[config.mk]
export PLATFORM = sky130hd
export DESIGN_NAME = mux8_rr_arbiter
export DESIGN_NICKNAME = d
export VERILOG_FILES = /design/src/rtl/mux8_rr_arbiter.sv
export SDC_FILE = /design/constraint.sdc
export NUM_CORES = 1
export LEC_CHECK = 0
export BUFFER_PORTS_ARGS = -buffer_cell sky130_fd_sc_hd__buf_2
export CAP_MARGIN = 5
export CORE_AREA = 2 2 120 122
export CTS_CLUSTER_SIZE = 28
export DETAILED_ROUTE_END_ITERATION = 10
export DIE_AREA = 0 0 122 124
export PLACE_DENSITY = 0.67
export RECOVER_POWER = 25
export SYNTH_ARGS = -nofsm -noshare
export SYNTH_HDL_FRONTEND = slang
export SYNTH_SLANG_ARGS = --single-unit
[constraint.sdc]
create_clock -name clock -period 7.4 [get_ports clock]
set_input_delay 0.74 -clock clock [delete_from_list [all_inputs] [get_ports clock]]
set_output_delay 0.74 -clock clock [all_outputs]
set_load 0.05 [all_outputs]
[src/rtl/mux8_rr_arbiter.sv]
// Round-robin arbiter for eight requesters sharing a 32-bit 8:1 select datapath.
// Grants one owner at a time, drives the mux select and registers the selected word.
module mux8_rr_arbiter #(
  parameter int unsigned MAX_HOLD   = 16,
  parameter int unsigned HOLD_WIDTH = 5
) (
  input  logic        clock,
  input  logic        reset,
  input  logic [7:0]  request,
  input  logic [31:0] input1,
  input  logic [31:0] input2,
  input  logic [31:0] input3,
  input  logic [31:0] input4,
  input  logic [31:0] input5,
  input  logic [31:0] input6,
  input  logic [31:0] input7,
  input  logic [31:0] input8,
  output logic [7:0]  grant,
  output logic [2:0]  select,
  output logic        busy,
  output logic [31:0] result,
  output logic        result_valid
);

  typedef enum logic [0:0] {StIdle, StGrant} state_t;

  state_t                r_state;
  logic [2:0]            r_ptr;
  logic [HOLD_WIDTH-1:0] r_hold;
  logic [7:0]            r_grant;
  logic [2:0]            r_select;
  logic [31:0]           r_result;
  logic                  r_valid;

  logic [31:0] w_data [8];
  logic [31:0] w_sel_data;
  logic        w_release;
  logic        w_timeout;
  logic [2:0]  w_arb_ptr;
  logic        w_found;
  logic [2:0]  w_pick;

  always_comb begin
    w_data[0] = input1;
    w_data[1] = input2;
    w_data[2] = input3;
    w_data[3] = input4;
    w_data[4] = input5;
    w_data[5] = input6;
    w_data[6] = input7;
    w_data[7] = input8;
  end

  assign w_sel_data = w_data[r_select];

  // While granted, r_select is the owner index.
  assign w_release = (r_state == StGrant) && !request[r_select];
  assign w_timeout = (MAX_HOLD != 0) && (r_state == StGrant) && request[r_select] &&
                     (r_hold == HOLD_WIDTH'(MAX_HOLD));

  // Ending a tenure re-arbitrates starting just past the outgoing owner.
  assign w_arb_ptr = (r_state == StGrant) ? (r_select + 3'd1) : r_ptr;

  always_comb begin
    logic [2:0] idx;
    w_found = 1'b0;
    w_pick  = 3'd0;
    for (int k = 0; k < 8; k++) begin
      idx = w_arb_ptr + 3'(k);
      if (!w_found && request[idx]) begin
        w_found = 1'b1;
        w_pick  = idx;
      end
    end
  end

  always_ff @(posedge clock) begin
    if (!reset) begin
      r_state  <= StIdle;
      r_ptr    <= 3'd0;
      r_hold   <= '0;
      r_grant  <= 8'd0;
      r_select <= 3'd0;
      r_result <= 32'd0;
      r_valid  <= 1'b0;
    end else begin
      if (r_grant != 8'd0) begin
        r_result <= w_sel_data;
        r_valid  <= 1'b1;
      end else begin
        r_valid  <= 1'b0;
      end

      unique case (r_state)
        StIdle: begin
          if (w_found) begin
            r_grant  <= 8'd1 << w_pick;
            r_select <= w_pick;
            r_hold   <= HOLD_WIDTH'(1);
            r_state  <= StGrant;
          end
        end
        StGrant: begin
          if (w_release || w_timeout) begin
            r_ptr <= r_select + 3'd1;
            if (w_found) begin
              r_grant  <= 8'd1 << w_pick;
              r_select <= w_pick;
              r_hold   <= HOLD_WIDTH'(1);
            end else begin
              r_grant <= 8'd0;
              r_hold  <= '0;
              r_state <= StIdle;
            end
          end else if ((MAX_HOLD != 0) && (r_hold != '1)) begin
            r_hold <= r_hold + HOLD_WIDTH'(1);
          end
        end
        default: r_state <= StIdle;
      endcase
    end
  end

  assign grant        = r_grant;
  assign select       = r_select;
  assign busy         = |r_grant;
  assign result       = r_result;
  assign result_valid = r_valid;

endmodule

Word level (Yosys, flattened, before mapping)
Cells that the tools add are included.
{ "totals": {"elab_cells": 112, "out_inout_bits": 45, "register_bits": 53, "in_bits": 266} }
{ "op_classes": {"muxes": 54, "n_eq_ne": 5, "reduce_logical": 24, "bitwise_logic": 2, "shift": 1, "order_cmp": 10, "add_sub_neg": 9} }
{ "ops": {"columns": ["cell", "n"], "rows": [
  ["binary-select mux 32 bit (select 3 bit)", 1],
  ["two-way mux 32 bit", 2],
  ["less-than comparator 3 x 4 -> 1 bit (second input constant)", 9],
  ["two-way mux 3 bit", 11],
  ["binary-select mux 1 bit (select 3 bit)", 9],
  ["two-way mux 8 bit", 3],
  ["two-way mux 1 bit", 21],
  ["one-hot mux 8 bit (2 select lines)", 1],
  ["two-way mux 5 bit", 3],
  ["adder 3 bit (second input constant)", 4],
  ["logical AND 1 bit", 10],
  ["one-hot mux 5 bit (2 select lines)", 1],
  ["zero test 1 bit", 8],
  ["nonzero test 8 bit", 1],
  ["OR reduction 8 bit", 1],
  ["left shift 1 x 3 -> 8 bit (first input constant)", 1],
  ["adder 3 x 1 -> 3 bit (second input constant)", 2],
  ["adder 3 x 2 -> 3 bit (second input constant)", 2],
  ["one-hot mux 3 bit (2 select lines)", 1],
  ["AND reduction 2 bit", 3],
  ["adder 5 x 1 -> 5 bit (second input constant)", 1],
  ["equality test 5 bit (second input constant)", 1],
  ["!= test 5 bit (second input constant)", 1],
  [">= comparator 4 bit (second input constant)", 1],
  ["7 further kinds", 7]
]} }

Longest topological paths before layout
{ "logic_depth": {"depth_word": 30, "mapped_depth": 13, "ltp_nobuf": 11} }

Worst setup path after synthesis
Ideal clock, no wire load.
{ "synth_timing": {"kind": "reg2reg", "start": "register r_select[1] (netlist: select[1])", "end": "register r_grant[1] (netlist: grant[1])", "setup_ns": 0.101, "slack_ns": 3.055, "stages_incl_launch_ff": 13, "arrival_ns": 4.244, "required_time_ns": 7.299, "n_path_buf": 1, "period_less_slack_ns": 4.345, "cell_sequence": "dfxtp_1 -> ha_1 -> mux2_2 -> inv_1 -> clkbuf_1 -> ha_1 -> mux4_2 -> and2_1 -> a2111o_1 -> or3_4 -> or3_1 -> a22o_1 -> o41ai_1"} }
{ "synth_via": {"elab_chain_len": 30, "word_cells_on_any_way": 70, "classes_between": "add/sub (8); eq/ne (2); shift (1); mux (39); reduce/logical (20)"} }
{ "synth_lines": {"columns": ["item", "line", "text"], "rows": [
  ["start, declared", "31", "logic [2:0] r_select;"],
  ["start signal, assigned", "98", "r_select <= w_pick;"],
  ["start signal, assigned", "108", "r_select <= w_pick;"],
  ["branches (longest 30 deep; another with adder 3 x 1 -> 3 bit)", null, null],
  ["end signal, assigned", "97", "r_grant <= 8'd1 << w_pick;"],
  ["end signal, assigned", "107", "r_grant <= 8'd1 << w_pick;"],
  ["end, declared", "30", "logic [7:0] r_grant;"]
]} }
Several ways; the timed one is not identified. The select of a mux whose other input is x is not followed.
A chain may end at the register's enable or synchronous reset.

Worst setup path in the final report
{ "layout_timing": {"start": "register r_select[1] (netlist: select[1])", "end": "register r_grant[7] (netlist: grant[7])"} }
The elaborated chain is that of the path after synthesis.

==> reports/metrics.csv <==
metric,value,unit
synth_top_family_by_area,multiplexers,
cts_tree,yes,
globalplace.congestion,0.883,
rsz0062_at_grt,no,
hold_viol,0,
drv_cap,0,
synth_mux_area_share,45.7,%
setup_tns,0,ns
hold_buffers,0,
multi_input_area,0.00350,mm2
hp-class,flop to flop,
grt_max_degree,70,
ys_seq_area_share,22.4,%
finalCritPeriodShare,69.1,%
htreeDepth,2,
critPathMaxFanout,69,
nFillCells,1354,
ant_nets,0,
end_kind,flop,
chipHeight,124,um
finalMaxSlewViolations,0,
final_net_count,999,
rows,43,
ys_async_sr_fraction,0,%
finalWorstSetupSlack,2.29,ns
vdd_ir_drop_max,0.255,mV
cp_cell_sequence,"ha_1, mux2_2, inv_1, ha_1, mux4_2, mux2i_2, nand4_1, or3_4, or3_1, a22o_1, o41ai_1",
placedCellCount,900,
layout_commonest_cell,buf_2,
post_cts_buffers,0,
relSlewSlack,37.4,%
chipWidth,122,um
synth-simple-area-share,11.9,%
arrival,5.30,ns
yosysWarnings,0,
totalWireLength,17500,um
ys_ff_latch,53,
grt_pass1_vias,4849,
numPortBuffers,310,
grt-ovfl-total,0,
crit_family,multiplexers,
p_per_area,393,mW/mm2
dp_slack,2.42,ns
root_buffer,clkbuf_16,
fmax,196,MHz
mostFrequentLayoutCells,"286 x buf_2, 73 x mux4_2, 50 x dfxtp_1",
route.detailed.drc,0,
status,"complete, no violations",
clkTransAtPathRegs,0.07,ns
synth_nets,714,
io_pins,311,
avgSynthCellArea,10.7,um2
cp_data_required_time,7.59,ns
synthDistinctLibCells,54,
drive_gt1_share,52.9,%
worstSkewPairLatency,0.29,ns
grt_pass1_wl,25700,um
vias_per_cell,5.51,
synth_edf_count,0,
synth_ff_type,dfxtp_1,
crit_top_cell,ha_1,
ctsResizeCount,0,
hold_ws,0.484,ns
crit_type,flop to flop,
synth-adder-area-share,1.59,%
post-route-min-period,5.11,ns
clock_skew,0.00397,ns
wl_per_cell,19.2,um
p_leak,2.79,nW
clock-sinks,53,
synth_cells,442,
antenna_found_initial,3,
drt_iter0_markers,349,
critPathLaunchType,flop,
grt_usage,22.1,%
num_vias,5016,
dpl.hpwl,14400,um
critical-path-slowest-cell,dfxtp_4,
post_layout_nonfiller_instances,910,
dr.pass1.iters,5,
worst_pin_slew,0.939,ns
syn2layout_area_growth,37.6,%
synth_xor_area_share,1.11,%
regArea,0.00107,mm2
core-area,0.0137,mm2
dieArea,0.0151,mm2
cts_buffers,5,
initial_utilization,34.5,%
clockBufferDepth,2,
final_util,47.5,%
syn_area,0.00474,mm2
synth_compound_gate_area_share,13.4,%
crit_buf_inv,1,
finalSetupViolCount,0,
slowest_delay,0.90,ns
[Yosys cell counts, types with 2 or more instances]
cell      number  share of area [%]
mux4_2        73                 35
dfxtp_1       53                 22
mux2i_1       44                9.3
nor2_1        44                3.5
a211oi_1      38                6.0
nand2_1       35                2.8
clkbuf_1      21                1.7
nand3_1       12                1.3
buf_1         10               0.79
o21ai_0       10                1.1
o41ai_1        9                1.7
and2_1         8                1.1
a21oi_1        6               0.63
ha_1           6                1.6
inv_1          6               0.48
mux2_2         6                1.4
and3_1         4               0.53
xnor2_1        4               0.74
a31oi_1        3               0.40
buf_2          3               0.32
nand4_1        3               0.40
nor3_1         3               0.32
nor4_1         3               0.40
o21a_1         3               0.48
o22ai_1        3               0.40
a22o_1         2               0.37
nand2b_1       2               0.26
xor2_1         2               0.37
[cell type report]
class	instances	share of cell area, %
clock inverter	1	0.115
sequential	53	16.4
clock buffer	7	2.03
timing repair buffer	314	23.8
antenna	2	0.0768
inverter	8	0.461
tap	180	3.45
multi-input combinational	345	53.6
[worst paths after layout]
kind                          startpoint                      to  slack (ns)  cells past startpoint
hold / removal    r_hold[3]$_SDFFE_PN0P_  r_hold[3]$_SDFFE_PN0P_        0.48                      2
setup reg to reg  select[1]$_SDFFE_PN0P_   grant[7]$_SDFFE_PN0P_        2.29                     11
setup / recovery  select[1]$_SDFFE_PN0P_   grant[7]$_SDFFE_PN0P_        2.29                     11
hold reg to reg   r_hold[3]$_SDFFE_PN0P_  r_hold[3]$_SDFFE_PN0P_        0.48                      2
[worst min-delay path: cells and delay by family, from the launching register on]
family / cells / cell delay, ns
DFF: 1 / 0.33
muxes: 1 / 0.05
and+or+nand+nor: 1 / 0.06
[stage by stage]
| step | total power [W] | area [um2] |
|---|---|---|
| 6_report | 0.00256 | 6520 |
| 5_1_grt | 0.00276 | 6510 |
| 4_1_cts | 0.00260 | 6540 |
| 3_5_place_dp | 0.00236 | 6400 |
| 3_3_place_gp | 0.00236 | 6400 |
| 2_1_floorplan | 0.00193 | 4740 |
[kinds of logic after synthesis]
| kind of cell | Yosys count |
|---|---|
| DFF | 53 |
| buffers and inverters | 44 |
| adders and majority gates | 6 |
| AOI/OAI and AO/OA | 87 |
| muxes | 124 |
| xor gates and xnor gates | 6 |
| and+or+nand+nor | 122 |
[report_power, final]
| group | internal (W) | leakage [nW] | switching (W) |
|---|---|---|---|
| clock | 0.000126 | 0.0641 | 0.000103 |
| combinational | 0.000720 | 2.29 | 0.00111 |
| sequential | 0.000383 | 0.439 | 0.000121 |
| total | 0.00123 | 2.79 | 0.00133 |
[sequential cells by signal, indices dropped and copies added, names as in the netlist]
| name | count |
|---|---|
| result | 32 |
| r_ptr | 3 |
| r_hold | 5 |
| grant | 8 |
| r_state | 1 |
| select | 3 |
| result_valid | 1 |
[routing by layer]
metal | up-vias | track usage [%] | part of all wire (%)
li1 | 2357 | - | -
met1 | 2405 | 29.8 | 41
met2 | 244 | 36.6 | 50
met3 | 10 | 5.63 | 8.7
met4 | 0 | 3.38 | 0.76
met5 | - | 0 | 0
No activity file was read; power rests on OpenSTA's default activity.
